--- config.mk ---
export PLATFORM = sky130hd
export DESIGN_NAME = pixel_fetch_flat
export DESIGN_NICKNAME = d
export VERILOG_FILES = /design/src/rtl/pixel_fetch_pkg.sv /design/src/rtl/pixel_fetch_if.sv /design/src/rtl/pixel_fetch_checker.sv /design/src/rtl/pixel_fetch_fetch_fifo.sv /design/src/rtl/pixel_fetch.sv /design/src/flat_wrapper.sv
export SDC_FILE = /design/constraint.sdc
export NUM_CORES = 1
export LEC_CHECK = 0
export CAP_MARGIN = 20
export CORE_MARGIN = 4
export CORE_UTILIZATION = 45
export CTS_CLUSTER_DIAMETER = 120
export CTS_CLUSTER_SIZE = 25
export DETAILED_ROUTE_END_ITERATION = 16
export PLACE_DENSITY_LB_ADDON = 0.1
export SYNTH_ARGS = -nofsm -noshare
export SYNTH_HDL_FRONTEND = slang
export SYNTH_HIERARCHICAL = 1
export SYNTH_SLANG_ARGS = --single-unit
--- constraint.sdc ---
create_clock -name clk -period 7.4 [get_ports clk]
set_input_delay 2.22 -clock clk [delete_from_list [all_inputs] [get_ports clk]]
set_output_delay 2.22 -clock clk [all_outputs]
set_load 0.02 [all_outputs]
--- src/rtl/pixel_fetch_pkg.sv ---
// Shared types and defaults for the pixel fetch block: FSM state encoding,
// width defaults and the packed pixel-buffer entry.
package pixel_fetch_pkg;

  localparam int DATA_W_DEF     = 32;
  localparam int ADDR_W_DEF     = 32;
  localparam int DIM_W_DEF      = 10;
  localparam int FIFO_DEPTH_DEF = 4;

  typedef enum logic [2:0] {
    IDLE  = 3'd0,
    INIT  = 3'd1,
    ISSUE = 3'd2,
    DRAIN = 3'd3,
    DONE  = 3'd4
  } state_t;

  // One buffered pixel: data plus the end-of-frame marker.
  typedef struct packed {
    logic                  last;
    logic [DATA_W_DEF-1:0] data;
  } pix_entry_t;

  // Counter width able to hold 0..depth inclusive.
  function automatic int cnt_width(input int depth);
    return $clog2(depth) + 1;
  endfunction

endpackage

--- src/rtl/pixel_fetch_if.sv ---
// Single-word read port between pixel_fetch (master) and the SRAM/bus (slave).
// Returns are in order; mem_gnt accepts the request presented that cycle.
interface pixel_fetch_if #(
  parameter int ADDR_W = 32,
  parameter int DATA_W = 32
);
  logic              mem_req;
  logic [ADDR_W-1:0] mem_addr;
  logic              mem_gnt;
  logic              mem_rvalid;
  logic [DATA_W-1:0] mem_rdata;

  modport master (output mem_req, mem_addr, input mem_gnt, mem_rvalid, mem_rdata);
  modport slave  (input mem_req, mem_addr, output mem_gnt, mem_rvalid, mem_rdata);
endinterface

--- src/rtl/pixel_fetch_checker.sv ---
// Invariant checks for the credit scheme: the buffer can never overflow and
// reads in flight plus buffered pixels never exceed the buffer depth.
module pixel_fetch_checker #(
  parameter int DEPTH = 4,
  parameter int CNT_W = 3
) (
  input logic             clk,
  input logic             rst,
  input logic             push,
  input logic             full,
  input logic [CNT_W-1:0] outstanding,
  input logic [CNT_W-1:0] count
);

  no_overflow: assert property (@(posedge clk) disable iff (rst) !(push && full));

  credit_bound: assert property (@(posedge clk) disable iff (rst)
    (int'(outstanding) + int'(count)) <= DEPTH);

endmodule

--- src/rtl/pixel_fetch_fetch_fifo.sv ---
// Small synchronous FIFO with registered storage and a combinational head.
// DEPTH must be a power of two so the pointers wrap naturally.
module fetch_fifo #(
  parameter int DEPTH = 4,
  parameter int WIDTH = 33
) (
  input  logic                     clk,
  input  logic                     rst,
  input  logic                     push,
  input  logic [WIDTH-1:0]         wdata,
  input  logic                     pop,
  output logic [WIDTH-1:0]         rdata,
  output logic [$clog2(DEPTH):0]   count,
  output logic                     full,
  output logic                     empty
);
  localparam int AW = $clog2(DEPTH);

  logic [WIDTH-1:0] mem_r [DEPTH];
  logic [AW-1:0]    wr_ptr_r;
  logic [AW-1:0]    rd_ptr_r;
  logic [AW:0]      count_r;
  logic             do_push_s;
  logic             do_pop_s;

  assign do_push_s = push && !full;
  assign do_pop_s  = pop && !empty;
  assign full      = (count_r == (AW+1)'(DEPTH));
  assign empty     = (count_r == (AW+1)'(0));
  assign count     = count_r;
  assign rdata     = mem_r[rd_ptr_r];

  // Pointer and occupancy bookkeeping; push+pop together leaves count unchanged.
  always_ff @(posedge clk or posedge rst) begin
    if (rst) begin
      wr_ptr_r <= '0;
      rd_ptr_r <= '0;
      count_r  <= '0;
    end else begin
      if (do_push_s) begin
        wr_ptr_r <= wr_ptr_r + AW'(1);
      end
      if (do_pop_s) begin
        rd_ptr_r <= rd_ptr_r + AW'(1);
      end
      case ({do_push_s, do_pop_s})
        2'b10:   count_r <= count_r + (AW+1)'(1);
        2'b01:   count_r <= count_r - (AW+1)'(1);
        default: count_r <= count_r;
      endcase
    end
  end

  // Storage write; contents need no reset because empty gates the head.
  always_ff @(posedge clk) begin
    if (do_push_s) begin
      mem_r[wr_ptr_r] <= wdata;
    end
  end

endmodule

--- src/rtl/pixel_fetch.sv ---
// Frame walker in front of addr_calc: steps row/col, issues one read per
// pixel address while credit allows, and buffers in-order returns for the
// filter datapath.
module pixel_fetch
  import pixel_fetch_pkg::*;
#(
  parameter int DATA_W     = DATA_W_DEF,
  parameter int ADDR_W     = ADDR_W_DEF,
  parameter int DIM_W      = DIM_W_DEF,
  parameter int FIFO_DEPTH = FIFO_DEPTH_DEF
) (
  input  logic              clk,
  input  logic              rst,
  input  logic              fetch_start,
  input  logic [DIM_W-1:0]  img_width,
  input  logic [DIM_W-1:0]  img_height,
  input  logic [ADDR_W-1:0] calc_addr,
  output logic              init,
  output logic              addr_calc_en,
  output logic              addr_done,
  output logic              new_row,
  output logic [DIM_W-1:0]  row_cnt,
  output logic [DIM_W-1:0]  col_cnt,
  pixel_fetch_if.master     mem,
  output logic              pix_valid,
  output logic [DATA_W-1:0] pix_data,
  output logic              pix_last,
  input  logic              pix_ready,
  output logic              frame_done,
  output logic              err
);
  localparam int CNT_W = cnt_width(FIFO_DEPTH);

  state_t           state_r, next_s;
  logic [DIM_W-1:0] width_r, height_r, row_r, col_r;
  logic [CNT_W-1:0] outstanding_r, fifo_count_s;
  logic             err_r, frame_done_r;
  logic             credit_s, accept_s, last_col_s, last_pix_s, start_ok_s;
  logic             ret_ok_s, stray_s, push_s, pop_s;
  logic             fifo_full_s, fifo_empty_s;
  pix_entry_t       wr_entry_s, head_s;

  assign start_ok_s = (img_width != DIM_W'(0)) && (img_height != DIM_W'(0));
  assign last_col_s = (col_r == width_r - DIM_W'(1));
  assign last_pix_s = last_col_s && (row_r == height_r - DIM_W'(1));
  assign credit_s   = ({1'b0, outstanding_r} + {1'b0, fifo_count_s}) < (CNT_W+1)'(FIFO_DEPTH);
  assign accept_s   = (state_r == ISSUE) && credit_s && mem.mem_gnt;
  assign ret_ok_s   = mem.mem_rvalid && (outstanding_r != CNT_W'(0));
  assign stray_s    = mem.mem_rvalid && (outstanding_r == CNT_W'(0));

  // Returns are in order and no request is issued after the final one, so
  // the final return is the one that empties the in-flight count in DRAIN.
  assign push_s          = ret_ok_s;
  assign wr_entry_s.last = (state_r == DRAIN) && (outstanding_r == CNT_W'(1));
  assign wr_entry_s.data = mem.mem_rdata;
  assign pop_s           = pix_valid && pix_ready;

  assign mem.mem_addr = calc_addr;
  assign addr_done    = accept_s;
  assign new_row      = accept_s && last_col_s;
  assign row_cnt      = row_r;
  assign col_cnt      = col_r;
  assign pix_valid    = !fifo_empty_s;
  assign pix_data     = fifo_empty_s ? DATA_W'(0) : head_s.data;
  assign pix_last     = !fifo_empty_s && head_s.last;
  assign frame_done   = frame_done_r;
  assign err          = err_r;

  // FSM state register.
  always_ff @(posedge clk or posedge rst) begin
    if (rst) begin
      state_r <= IDLE;
    end else begin
      state_r <= next_s;
    end
  end

  // Next-state and per-state control outputs.
  always_comb begin
    next_s       = state_r;
    init         = 1'b0;
    addr_calc_en = 1'b0;
    mem.mem_req  = 1'b0;
    case (state_r)
      IDLE: begin
        if (fetch_start) begin
          if (start_ok_s) begin
            next_s = INIT;
          end else begin
            next_s = DONE;
          end
        end else begin
          next_s = IDLE;
        end
      end
      INIT: begin
        init   = 1'b1;
        next_s = ISSUE;
      end
      ISSUE: begin
        addr_calc_en = 1'b1;
        mem.mem_req  = credit_s;
        if (accept_s && last_pix_s) begin
          next_s = DRAIN;
        end else begin
          next_s = ISSUE;
        end
      end
      DRAIN: begin
        if ((outstanding_r == CNT_W'(0)) && fifo_empty_s) begin
          next_s = DONE;
        end else begin
          next_s = DRAIN;
        end
      end
      DONE: begin
        next_s = IDLE;
      end
      default: begin
        next_s = IDLE;
      end
    endcase
  end

  // Frame dimensions latched at start; row/col advance on each accepted read.
  always_ff @(posedge clk or posedge rst) begin
    if (rst) begin
      width_r  <= '0;
      height_r <= '0;
      row_r    <= '0;
      col_r    <= '0;
    end else if ((state_r == IDLE) && fetch_start && start_ok_s) begin
      width_r  <= img_width;
      height_r <= img_height;
      row_r    <= '0;
      col_r    <= '0;
    end else if (accept_s) begin
      if (last_col_s) begin
        col_r <= '0;
        row_r <= row_r + DIM_W'(1);
      end else begin
        col_r <= col_r + DIM_W'(1);
      end
    end else begin
      row_r <= row_r;
      col_r <= col_r;
    end
  end

  // Reads in flight: +1 on accept, -1 on a matched return.
  always_ff @(posedge clk or posedge rst) begin
    if (rst) begin
      outstanding_r <= '0;
    end else begin
      case ({accept_s, ret_ok_s})
        2'b10:   outstanding_r <= outstanding_r + CNT_W'(1);
        2'b01:   outstanding_r <= outstanding_r - CNT_W'(1);
        default: outstanding_r <= outstanding_r;
      endcase
    end
  end

  // Sticky stray-return flag and the registered end-of-frame pulse.
  always_ff @(posedge clk or posedge rst) begin
    if (rst) begin
      err_r        <= 1'b0;
      frame_done_r <= 1'b0;
    end else begin
      err_r        <= err_r || stray_s;
      frame_done_r <= (state_r == DONE);
    end
  end

  fetch_fifo #(
    .DEPTH (FIFO_DEPTH),
    .WIDTH ($bits(pix_entry_t))
  ) u_fifo (
    .clk   (clk),
    .rst   (rst),
    .push  (push_s),
    .wdata (wr_entry_s),
    .pop   (pop_s),
    .rdata (head_s),
    .count (fifo_count_s),
    .full  (fifo_full_s),
    .empty (fifo_empty_s)
  );

  pixel_fetch_checker #(
    .DEPTH (FIFO_DEPTH),
    .CNT_W (CNT_W)
  ) u_chk (
    .clk         (clk),
    .rst         (rst),
    .push        (push_s),
    .full        (fifo_full_s),
    .outstanding (outstanding_r),
    .count       (fifo_count_s)
  );

endmodule

--- src/flat_wrapper.sv ---
// flat-port wrapper written by rule: the top's interface ports become plain ports
module pixel_fetch_flat import pixel_fetch_pkg::*;
#(
  parameter int DATA_W     = DATA_W_DEF,
  parameter int ADDR_W     = ADDR_W_DEF,
  parameter int DIM_W      = DIM_W_DEF,
  parameter int FIFO_DEPTH = FIFO_DEPTH_DEF
)
  (clk, rst, fetch_start, img_width, img_height, calc_addr, init, addr_calc_en, addr_done, new_row, row_cnt, col_cnt, pix_valid, pix_data, pix_last, pix_ready, frame_done, err, mem_mem_req, mem_mem_addr, mem_mem_gnt, mem_mem_rvalid, mem_mem_rdata);
  pixel_fetch_if #(.ADDR_W(ADDR_W), .DATA_W(DATA_W)) mem_i ();
  input  logic clk;
  input  logic rst;
  input  logic fetch_start;
  input  logic [DIM_W-1:0] img_width;
  input  logic [DIM_W-1:0] img_height;
  input  logic [ADDR_W-1:0] calc_addr;
  output logic init;
  output logic addr_calc_en;
  output logic addr_done;
  output logic new_row;
  output logic [DIM_W-1:0] row_cnt;
  output logic [DIM_W-1:0] col_cnt;
  output logic pix_valid;
  output logic [DATA_W-1:0] pix_data;
  output logic pix_last;
  input  logic pix_ready;
  output logic frame_done;
  output logic err;
  output wire logic [$bits(mem_i.mem_req)-1:0] mem_mem_req;
  output wire logic [$bits(mem_i.mem_addr)-1:0] mem_mem_addr;
  input wire logic [$bits(mem_i.mem_gnt)-1:0] mem_mem_gnt;
  input wire logic [$bits(mem_i.mem_rvalid)-1:0] mem_mem_rvalid;
  input wire logic [$bits(mem_i.mem_rdata)-1:0] mem_mem_rdata;
  assign mem_mem_req = mem_i.mem_req;
  assign mem_mem_addr = mem_i.mem_addr;
  assign mem_i.mem_gnt = mem_mem_gnt;
  assign mem_i.mem_rvalid = mem_mem_rvalid;
  assign mem_i.mem_rdata = mem_mem_rdata;
  pixel_fetch #(.DATA_W(DATA_W), .ADDR_W(ADDR_W), .DIM_W(DIM_W), .FIFO_DEPTH(FIFO_DEPTH)) u_core (.clk(clk), .rst(rst), .fetch_start(fetch_start), .img_width(img_width), .img_height(img_height), .calc_addr(calc_addr), .init(init), .addr_calc_en(addr_calc_en), .addr_done(addr_done), .new_row(new_row), .row_cnt(row_cnt), .col_cnt(col_cnt), .mem(mem_i), .pix_valid(pix_valid), .pix_data(pix_data), .pix_last(pix_last), .pix_ready(pix_ready), .frame_done(frame_done), .err(err));
endmodule
# Yosys cells after proc, flatten, opt, wreduce, memory -nomap -nowiden
# Memory sizes are Yosys's and may differ from the RTL's.
# Index checks and enable logic that the tools add are counted.
# word_totals
ff_bits	55
wordCells	85
memories	1
out_inout_bits	93
mem_bits_rw	132
in_bits	90
# op_classes
reduce_logical	30
magnitude_cmp	1
eq_ne	12
n_addsub	11
muxes	19
# memory_table
memory	depth	width	rd	rd_clocked_by_memory_dff	wr	line_no	text
u_core.u_fifo.mem_r	4	33	1	0	1	pixel_fetch_fetch_fifo.sv:19	logic [WIDTH-1:0] mem_r [DEPTH];
# op_table
operator	n
$mux 10	6
$mux 32	1
$add 10x1->10 const B	2
$eq 10x10->1	2
$reduce_bool 10->1	2
$sub 10x1->10 const B	2
$logic_and 1x1->1	16
$pmux 3 s2	2
$pmux 3 s4	1
$logic_not 3->1	3
$mux 3	3
$reduce_bool 2->1	4
$add 3x1->3 const B	2
$eq 3x1->1 const B	2
$eq 3x2->1 const B	2
$eq 3x3->1 const B	2
$mux 1	6
$sub 3x1->3 const B	2
$add 2x1->2 const B	2
$add 3x3->4	1
$eq 2x1->1 const B	2
$eq 2x2->1 const B	2
$lt 4x3->1 const B	1
$reduce_bool 3->1	1
3 further kinds	4

# Depth between registers and ports, before layout
# Gate-level depths: netlist of the first run.
# depth
word_depth	7
ltp_mapped	12

# Cells and area by module
# The synthesis of the first run kept the hierarchy.
# modules_own_cells
module	cells_each	n_inst	area_each_um2
fetch_fifo	211	1	5242.5
pixel_fetch	421	1	3470.8

# Worst setup path before layout of the first run
# Ideal clock, no wire load.
# synth_timing
path_kind	in2out
start	in mem_mem_gnt
end	out new_row
arrival_ns	2.965
path_stages	5
t_required_ns	5.180
n_path_buf	1
setup_slack_ns	2.215
path_cell_list	nand2_1 > inv_2 > nand3_4 > buf_4 > inv_1
# synth_between
elab_chain_cells	2
# synth_rtl
item	line_no	text
start: declaration	flat_wrapper.sv:31	input wire logic [$bits(mem_i.mem_gnt)-1:0] mem_mem_gnt;
$logic_and 1x1->1	pixel_fetch.sv:47	assign accept_s = (state_r == ISSUE) && credit_s && mem.mem_gnt;
named net addr_done	flat_wrapper.sv:19	output logic addr_done;
$logic_and 1x1->1	pixel_fetch.sv:60	assign new_row = accept_s && last_col_s;
end: declaration	flat_wrapper.sv:20	output logic new_row;
# The timed path passes the listed nets, and every way through them passes these cells.

# Final worst setup path of the first run
# layout_timing
start	in mem_mem_gnt
end	out new_row
# layout_between
elab_chain_cells	2
# layout_rtl
item	line_no
$logic_and 1x1->1	pixel_fetch.sv:47
$logic_and 1x1->1	pixel_fetch.sv:60
# No other way between the ends.

==> results.yml, run 1 <==
clock_tree:
  clkTransAtPathRegs_ps: 70
  cts.path.max_buffers: 2
  cts_buffers: 17
  root_buffer: "clkbuf_16"
  cts.sinks: 187
  cts_tree: "done"
  post_cts_buffers: 0
  post_cts_resized: 0
  clock_latency_ps: 430
  cts_hold_buffers: 0
  htree_num_levels: 4
grt:
  overflow: 0
  grt_max_degree: 49
  grt_pass1_vias: 5499
  grtUsageTotal: 0.1734
  antenna_found_initial: 1
  grt_first_pass_wirelength_um: 29330
setup_path:
  path_max_fanout: 19
  worstReg2RegEnd: "u_core/u_fifo/mem_r[0][6]"
  required_ps: 5180
  startpoint_type: "primary input"
  slowest_delay_ps: 600
  reg2reg_slack_ps: 4710
  crit_arrival_ps: 4030
  crit_type: "in -> out"
  r2r-start: "u_core/outstanding_r[0]"
  r2r_cells: 6
  crit_slowest_cell: "clkdlybuf4s50_1"
  end_kind: "output pin"
  path_common_cell: "clkdlybuf4s50_1"
  path_cells: "clkdlybuf4s50_1 > nand2_1 > inv_2 > nand3_4 > inv_1 > clkdlybuf4s50_1"
power_and_ir_drop:
  leakage_nw: 3.850
  comb_power_share: 0.405
  peakVddDrop_uv: 208.6
  switchingPower_mw: 1.496
  power_density_nw_per_um2: 398.0
  clkPwrFrac: 0.212
  switching_share: 0.3602
  p_int_mw: 2.657
  finalPower_mw: 4.154
  seqPwrFrac: 0.383
sta:
  hold_viol: 0
  max_clock_freq_mhz: 159.9
  setup_tns_ps: 0
  tightest_slew_ps: 968.8
  finClkSkew_ps: 10.56
  fin_crit_ps: 6255
  fin_crit_sh: 0.8452
  drv_slew: 0
  holdWs_ps: 460.6
  rsz0062_at_grt: "no"
  slew_headroom: 0.3541
  setup_viol: 0
  setup_slack_ps: 1145
logic_synthesis:
  ys_top_cells_by_area: "edfxtp_1 (45%), dfrtp_1 (16%), mux4_2 (7.2%)"
  synth.most_common_cell: "edfxtp_1"
  yosysTopAreaCell: "edfxtp_1"
  syn-cell-area_um2: 8713
  yosysSeqAreaShare: 0.6129
  synth_commonest_cells: "edfxtp_1 (132), nand2_1 (74), dfrtp_1 (55), nor2b_1 (42), buf_4 (34)"
  synth_area_per_cell_um2: 13.79
  synthArstFlopShare: 0.2941
  synthesis.nets: 739
  yosys.area.top_type_share: 0.4549
  ys_warn_count: 6
  ys_seq_elements: 187
  synth_edf_count: 132
  syn_inst: 632
  synth_cell_types: 60
  ys.flop_type: "edfxtp_1"
placed_design:
  placed_cells: 958
  place_congestion: 0.7959
  dp_worst_setup_slack_ps: 1139
  port_buffers: 118
  dpl.hpwl_um: 12160
floorplanning:
  die_area_um2: 21650
  start_util: 0.4612
  coreArea_um2: 18890
  rows: 50
  die_y_um: 147.2
  boundaryPins: 183
  fp.dieW_um: 147.2
layout:
  num_antenna_cells: 0
  stdcell_count: 990
  nets: 824
  syn2layout_area_growth_pct: 19.77
  drive_above_1_share: 0.1123
drt:
  vias: 5233
  drt_iter0_drc: 303
  antenna_left: 0
  dr.pass1.iters: 4
  wirelength_um: 18190
  wl_per_cell_um: 18.37
  drcViolationCount: 0
  avgViaCountPerCell: 5.286
hold_path:
  whs_path_depth: 1
  holdCritStartpoint: "u_core/err"
  holdPathEnd: "u_core/err"
  hold_path_class: "reg -> reg"
flow_run:
  drv_cap: 0
status:
  status: "finished clean"
[final cells by class]
| class | count | area [um2] |
|---|---|---|
| inverter | 21 | 78.83 |
| sequential | 187 | 5341 |
| tap | 260 | 325.3 |
| timing repair buffer | 123 | 1219 |
| clock inverter | 15 | 148.9 |
| clock buffer | 17 | 425.4 |
| multi-input combinational | 367 | 2898 |
| fill | 1593 | 8457 |
[placed cells by master, fill, tap and decap left out, drive strengths merged, types with 8 or more instances in the layout]
master / count
edfxtp: 132
nand3: 18
nand2: 74
clkbuf: 17
xor2: 20
ha: 16
o21ai: 22
dfrtp: 55
xnor2: 21
mux4: 33
inv: 31
nor3: 9
clkdlybuf4s50: 118
nor2b: 43
nor2: 24
nor4: 8
[layer usage]
layer / GRT usage / wire, um / share of wire / up-vias
li1: - / - / - / 2439
met1: 0.2219 / 7728 / 0.42 / 2584
met2: 0.2910 / 8977 / 0.49 / 155
met3: 0.03362 / 908 / 0.050 / 53
met4: 0.07269 / 555 / 0.031 / 2
met5: 0 / 15 / 0.00082 / -
[stage by stage]
step,utilization,instance area (um2)
CTS,0.5524,10440
floorplan,-,8713
global route,0.5524,10440
finish,0.5524,10440
global placement,0.5220,9862
detailed placement,0.5220,9862
[worst max-delay path, delay by kind of cell]
kind	cells	cell delay [ps]
buffers and inverters	4	1400
and+or+nand+nor	2	400
[logic make-up (layout without fill, tap and decap cells)]
group | count (synthesis) | in the layout | synth area share
AND/OR/NAND/NOR | 216 | 216 | 0.1305
AO/OA/AOI/OAI | 56 | 56 | 0.04222
adder cells (fa/ha/maj) | 17 | 17 | 0.02527
flip-flops | 187 | 187 | 0.6129
multiplexers | 37 | 37 | 0.09219
XOR/XNOR | 41 | 41 | 0.04121
buffers and inverters | 78 | 176 | 0.05571
[worst max-delay path by stage]
| stage | startpoint | end | slack, ps | depth (start not counted) |
|---|---|---|---|---|
| 2_1_floorplan | mem_mem_gnt | new_row | 2210 | 5 |
| 3_3_place_gp | mem_mem_gnt | new_row | 1160 | 6 |
| 3_5_place_dp | mem_mem_gnt | new_row | 1140 | 6 |
| 4_1_cts | mem_mem_gnt | new_row | 1120 | 6 |
| 5_1_grt | mem_mem_gnt | new_row | 1060 | 6 |
| 6_report | mem_mem_gnt | new_row | 1150 | 6 |
[power groups by stage]
stage	clock network [mW]	logic, mW	registers, mW
5_1_grt	0.954	1.84	1.63
3_3_place_gp	0	1.67	1.60
4_1_cts	0.907	1.71	1.60
6_report	0.879	1.68	1.59
3_5_place_dp	0	1.70	1.62
2_1_floorplan	0	1.20	1.54
[flip-flops by register name, summed over array words and instances (netlist names)]
signal,cells
u_core/err,1
u_core/u_fifo/mem_r,132
u_core/outstanding_r,3
u_core/state_r,3
u_core/u_fifo/count,3
u_core/frame_done,1
u_core/row_cnt,10
u_core/u_fifo/rd_ptr_r,2
u_core/height_r,10
u_core/u_fifo/wr_ptr_r,2
u_core/width_r,10
u_core/col_cnt,10
Note: power is estimated with default switching activity, not from simulation.
==> run 2, diff against run 1 <==
- clock period: 7.4 -> 5.7 ns (I/O delays scaled with it)
==> run 2 against run 1 <==
  * Sequential power increased by 28%
  * Cell count unchanged
  * Clock skew up 0.52 ps
  * Combinational power rose by 32%
  * Flip-flop and latch count unchanged
  * Clock power up 32%
  * Clock-buffer cell count is the same
  * Die area stayed put
  * Register-to-register slack worse by 1700 ps
==> results.yml, run 2 (synthesized netlist as in run 1, its figures left out) <==
setup_path:
  slowest_delay_ps: 600
  end_kind: "output pin"
  crit_type: "in -> out"
  crit_slowest_cell: "clkdlybuf4s50_1"
  startpoint_type: "primary input"
  r2r_cells: 6
  path_cells: "clkdlybuf4s50_1 > nand2_1 > inv_2 > nand3_4 > inv_1 > clkdlybuf4s50_1"
  worstReg2RegEnd: "u_core/u_fifo/mem_r[2][14]"
  reg2reg_slack_ps: 3010
  crit_arrival_ps: 3420
  r2r-start: "u_core/outstanding_r[0]"
  required_ps: 3990
  path_common_cell: "clkdlybuf4s50_1"
  path_max_fanout: 19
layout:
  drive_above_1_share: 0.1110
  seq_area_um2: 5341
  nets: 825
  regMostFlops: "u_core/u_fifo/mem_r"
  layout_commonest_cell: "edfxtp_1"
  syn2layout_area_growth_pct: 19.97
  n_fill_cell: 1572
  num_antenna_cells: 0
  fin_util: 0.5533
  multiInputGateArea_um2: 2898
  stdcell_count: 990
  largest_reg_flops: 132
  final_cell_mix: "edfxtp_1 (132), clkdlybuf4s50_1 (118), nand2_1 (74), dfrtp_1 (54), nor2b_1 (42)"
drt:
  drt_iter0_drc: 287
  drcViolationCount: 0
  vias: 5261
  wirelength_um: 18340
  avgViaCountPerCell: 5.314
  antenna_left: 0
  wl_per_cell_um: 18.52
  dr.pass1.iters: 5
floorplanning:
  start_util: 0.4612
  fp.dieW_um: 147.2
  boundaryPins: 183
  rows: 50
  die_y_um: 147.2
  die_area_um2: 21650
  coreArea_um2: 18890
placed_design:
  place_congestion: 0.8174
  dp_worst_setup_slack_ps: 570.7
  placed_cells: 959
  dpl.hpwl_um: 12230
  port_buffers: 118
hold_path:
  whs_path_depth: 1
  holdCritStartpoint: "u_core/err"
  holdPathEnd: "u_core/err"
  hold_path_class: "reg -> reg"
clock_tree:
  clock_latency_ps: 420
  cts_tree: "done"
  root_buffer: "clkbuf_16"
  post_cts_buffers: 0
  cts.path.max_buffers: 2
  cts_hold_buffers: 0
  clkTransAtPathRegs_ps: 60
  htree_num_levels: 4
  post_cts_resized: 0
  cts.sinks: 187
  cts_buffers: 17
sta:
  fin_crit_ps: 5126
  setup_slack_ps: 573.6
  rsz0062_at_grt: "no"
  fin_crit_sh: 0.8994
  setup_viol: 0
  slew_headroom: 0.3635
  finClkSkew_ps: 11.08
  holdWs_ps: 465.9
  max_clock_freq_mhz: 195.1
  drv_slew: 0
  hold_viol: 0
  setup_tns_ps: 0
  tightest_slew_ps: 954.8
grt:
  grt_pass1_vias: 5444
  antenna_found_initial: 1
  grt_first_pass_wirelength_um: 29250
  grt_max_degree: 49
  overflow: 0
  grtUsageTotal: 0.1731
power_and_ir_drop:
  power_density_nw_per_um2: 518.4
  peakVddDrop_uv: 217.6
  leakage_nw: 3.848
flow_run:
  drv_cap: 0
status:
  status: "finished clean"
[run 2: where the power goes]
part	total [mW]	switching [mW]	internal, mW
sequential	2.04	0.234	1.81
combinational	2.22	1.16	1.06
clock	1.16	0.507	0.653
[run 2: cell type report]
type	instances	area share
inverters	21	0.007540
clock buffers	17	0.04069
multi-input cells	367	0.2772
repair buffers	124	0.1173
well taps	260	0.03112
clock inverters	14	0.01520
flip-flops and latches	187	0.5110
[run 2: per-layer routing]
| metal | global-route usage | vias to the layer above | share of wire |
|---|---|---|---|
| met4 | 0.07456 | 2 | 0.036 |
| met3 | 0.04349 | 58 | 0.056 |
| met1 | 0.2241 | 2595 | 0.43 |
| li1 | - | 2435 | - |
| met2 | 0.2793 | 171 | 0.48 |
| met5 | 0 | - | 0.00065 |
[run 2: through the flow]
stage / cell area, um2 / total power [mW]
floorplan: 8713 / 3.557
global placement: 9869 / 4.258
detailed placement: 9869 / 4.327
CTS: 10450 / 5.499
global route: 10450 / 5.749
finish: 10450 / 5.420
[run 2: worst max path at each step]
stage,start,to,cells after the start
4_1_cts,mem_mem_gnt,new_row,6
5_1_grt,mem_mem_gnt,new_row,6
3_3_place_gp,mem_mem_gnt,new_row,6
2_1_floorplan,mem_mem_gnt,new_row,5
6_report,mem_mem_gnt,new_row,6
3_5_place_dp,mem_mem_gnt,new_row,6
[run 2: worst max-delay path, delay by kind of cell]
family	cells	cell delay [ps]
buffers and inverters	4	1360
AND/OR/NAND/NOR	2	340
==> run 3, diff against run 2 <==
- CELL_PAD_IN_SITES_DETAIL_PLACEMENT: default -> 2
- CELL_PAD_IN_SITES_GLOBAL_PLACEMENT: default -> 2
- CORE_UTILIZATION: 45 -> 32
==> run 3 against run 2 <==
  * Non-clock buffer count up 1
  * Largest cell class unchanged
  * Clock power about the same
  * Fmax up 2.5%
  * Clock skew up 6.1 ps
  * Total power up 1.7%
  * Setup slack better by 120 ps
  * Critical path type unchanged
  * Combinational power about the same
  * Sequential power up 4%
  * Global-route usage down 2.7 points
  * Flip-flop and latch count unchanged
==> results.yml, run 3 (synthesized netlist as in run 1, its figures left out) <==
drt:
  vias: 5334
  drt_iter0_drc: 195
  wl_per_cell_um: 19.94
  antenna_left: 0
  drcViolationCount: 0
  avgViaCountPerCell: 4.971
  wirelength_um: 21390
  dr.pass1.iters: 4
power_and_ir_drop:
  finalPower_mw: 5.513
  leakage_nw: 3.876
  power_density_nw_per_um2: 520.0
  peakVddDrop_uv: 165.3
setup_path:
  slowest_delay_ps: 600
  path_cells: "clkdlybuf4s50_1 > nand2_1 > inv_2 > nand3_4 > inv_1 > clkdlybuf4s50_1"
  crit_slowest_cell: "clkdlybuf4s50_1"
  required_ps: 3990
  r2r-start: "u_core/outstanding_r[0]"
  crit_arrival_ps: 3290
  crit_type: "in -> out"
  reg2reg_slack_ps: 2940
  r2r_cells: 6
  startpoint_type: "primary input"
  path_max_fanout: 7
  path_common_cell: "clkdlybuf4s50_1"
  worstReg2RegEnd: "u_core/u_fifo/mem_r[3][15]"
  end_kind: "output pin"
clock_tree:
  cts.sinks: 187
  htree_num_levels: 4
  cts_hold_buffers: 0
  cts_buffers: 17
  cts.path.max_buffers: 2
  clock_latency_ps: 430
  cts_tree: "done"
  root_buffer: "clkbuf_16"
  clkTransAtPathRegs_ps: 80
  post_cts_buffers: 0
  post_cts_resized: 0
grt:
  overflow: 0
  grtUsageTotal: 0.1457
  grt_first_pass_wirelength_um: 34560
  grt_max_degree: 38
  grt_pass1_vias: 6095
  antenna_found_initial: 0
floorplanning:
  die_area_um2: 29930
  start_util: 0.3242
  die_y_um: 173.0
  coreArea_um2: 26880
  fp.dieW_um: 173.0
  rows: 60
  boundaryPins: 183
layout:
  final_area_um2: 10600
  num_antenna_cells: 0
  drive_above_1_share: 0.1161
  nets: 826
  syn2layout_area_growth_pct: 21.65
  largest_reg_flops: 132
  layout_commonest_cell: "edfxtp_1"
  final_cell_mix: "edfxtp_1 (132), clkdlybuf4s50_1 (118), nand2_1 (74), dfrtp_1 (53), nor2b_1 (42)"
  regMostFlops: "u_core/u_fifo/mem_r"
placed_design:
  place_congestion: 0.7403
  dpl.hpwl_um: 14690
  port_buffers: 118
  place_area_um2: 9997
hold_path:
  hold_path_class: "reg -> reg"
  holdPathEnd: "u_core/err"
  whs_path_depth: 1
  holdCritStartpoint: "u_core/err"
sta:
  fin_crit_sh: 0.8778
  setup_tns_ps: 0
  rsz0062_at_grt: "no"
  tightest_slew_ps: 984.9
  hold_viol: 0
  max_clock_freq_mhz: 199.9
  drv_slew: 0
  slew_headroom: 0.3434
  setup_viol: 0
  fin_crit_ps: 5003
  finClkSkew_ps: 17.17
status:
  status: "finished clean"
flow_run:
  drv_cap: 0
[run 3: final cells by class]
type / instances / area, um2
clock buffer: 18 / 429.2
clock inverter: 14 / 162.7
fill: 2703 / 16280
inverter: 21 / 78.83
multi-input combinational: 367 / 2898
sequential: 187 / 5343
tap: 341 / 426.7
timing repair buffer: 125 / 1262
[run 3: worst max-delay path by stage]
stage           startpoint  cells past startpoint  endpoint  slack [ps]
3_3_place_gp   mem_mem_gnt                      6   new_row         690
4_1_cts        mem_mem_gnt                      6   new_row         650
2_1_floorplan  mem_mem_gnt                      5   new_row        1530
3_5_place_dp   mem_mem_gnt                      6   new_row         670
6_report       mem_mem_gnt                      6   new_row         700
5_1_grt        mem_mem_gnt                      6   new_row         600
[run 3: metal layers]
metal | vias up | share of wire | wire, um | global-route usage
li1 | 2440 | - | - | -
met1 | 2759 | 0.44 | 9325 | 0.1758
met2 | 117 | 0.52 | 11070 | 0.2651
met3 | 18 | 0.035 | 758 | 0.03301
met4 | 0 | 0.011 | 244 | 0.03459
met5 | - | 0 | 0 | 0
[run 3: critical path, delay by kind of cell]
| family | cells | cell delay (ps) |
|---|---|---|
| AND/OR/NAND/NOR | 2 | 230 |
| buffers and inverters | 4 | 1340 |
[run 3: report_power, final]
group | internal (mW) | switching, mW
registers | 1.80 | 0.315
clock network | 0.594 | 0.577
logic | 1.08 | 1.14
[run 3: per-stage QoR]
| step | setup WS, ps | util | instances | hold slack, ps |
|---|---|---|---|---|
| final | 696.6 | 0.3944 | 1073 | 462.2 |
| after global routing | 603.6 | 0.3944 | 1073 | 497.5 |
| after CTS | 650.0 | 0.3940 | 1072 | 468.9 |
| after detailed placement | 668.2 | 0.3720 | 1040 | 450.9 |
| after global placement | 688.1 | 0.3712 | 1039 | 442.0 |
| after floorplan | 1535 | - | 632 | 465.2 |
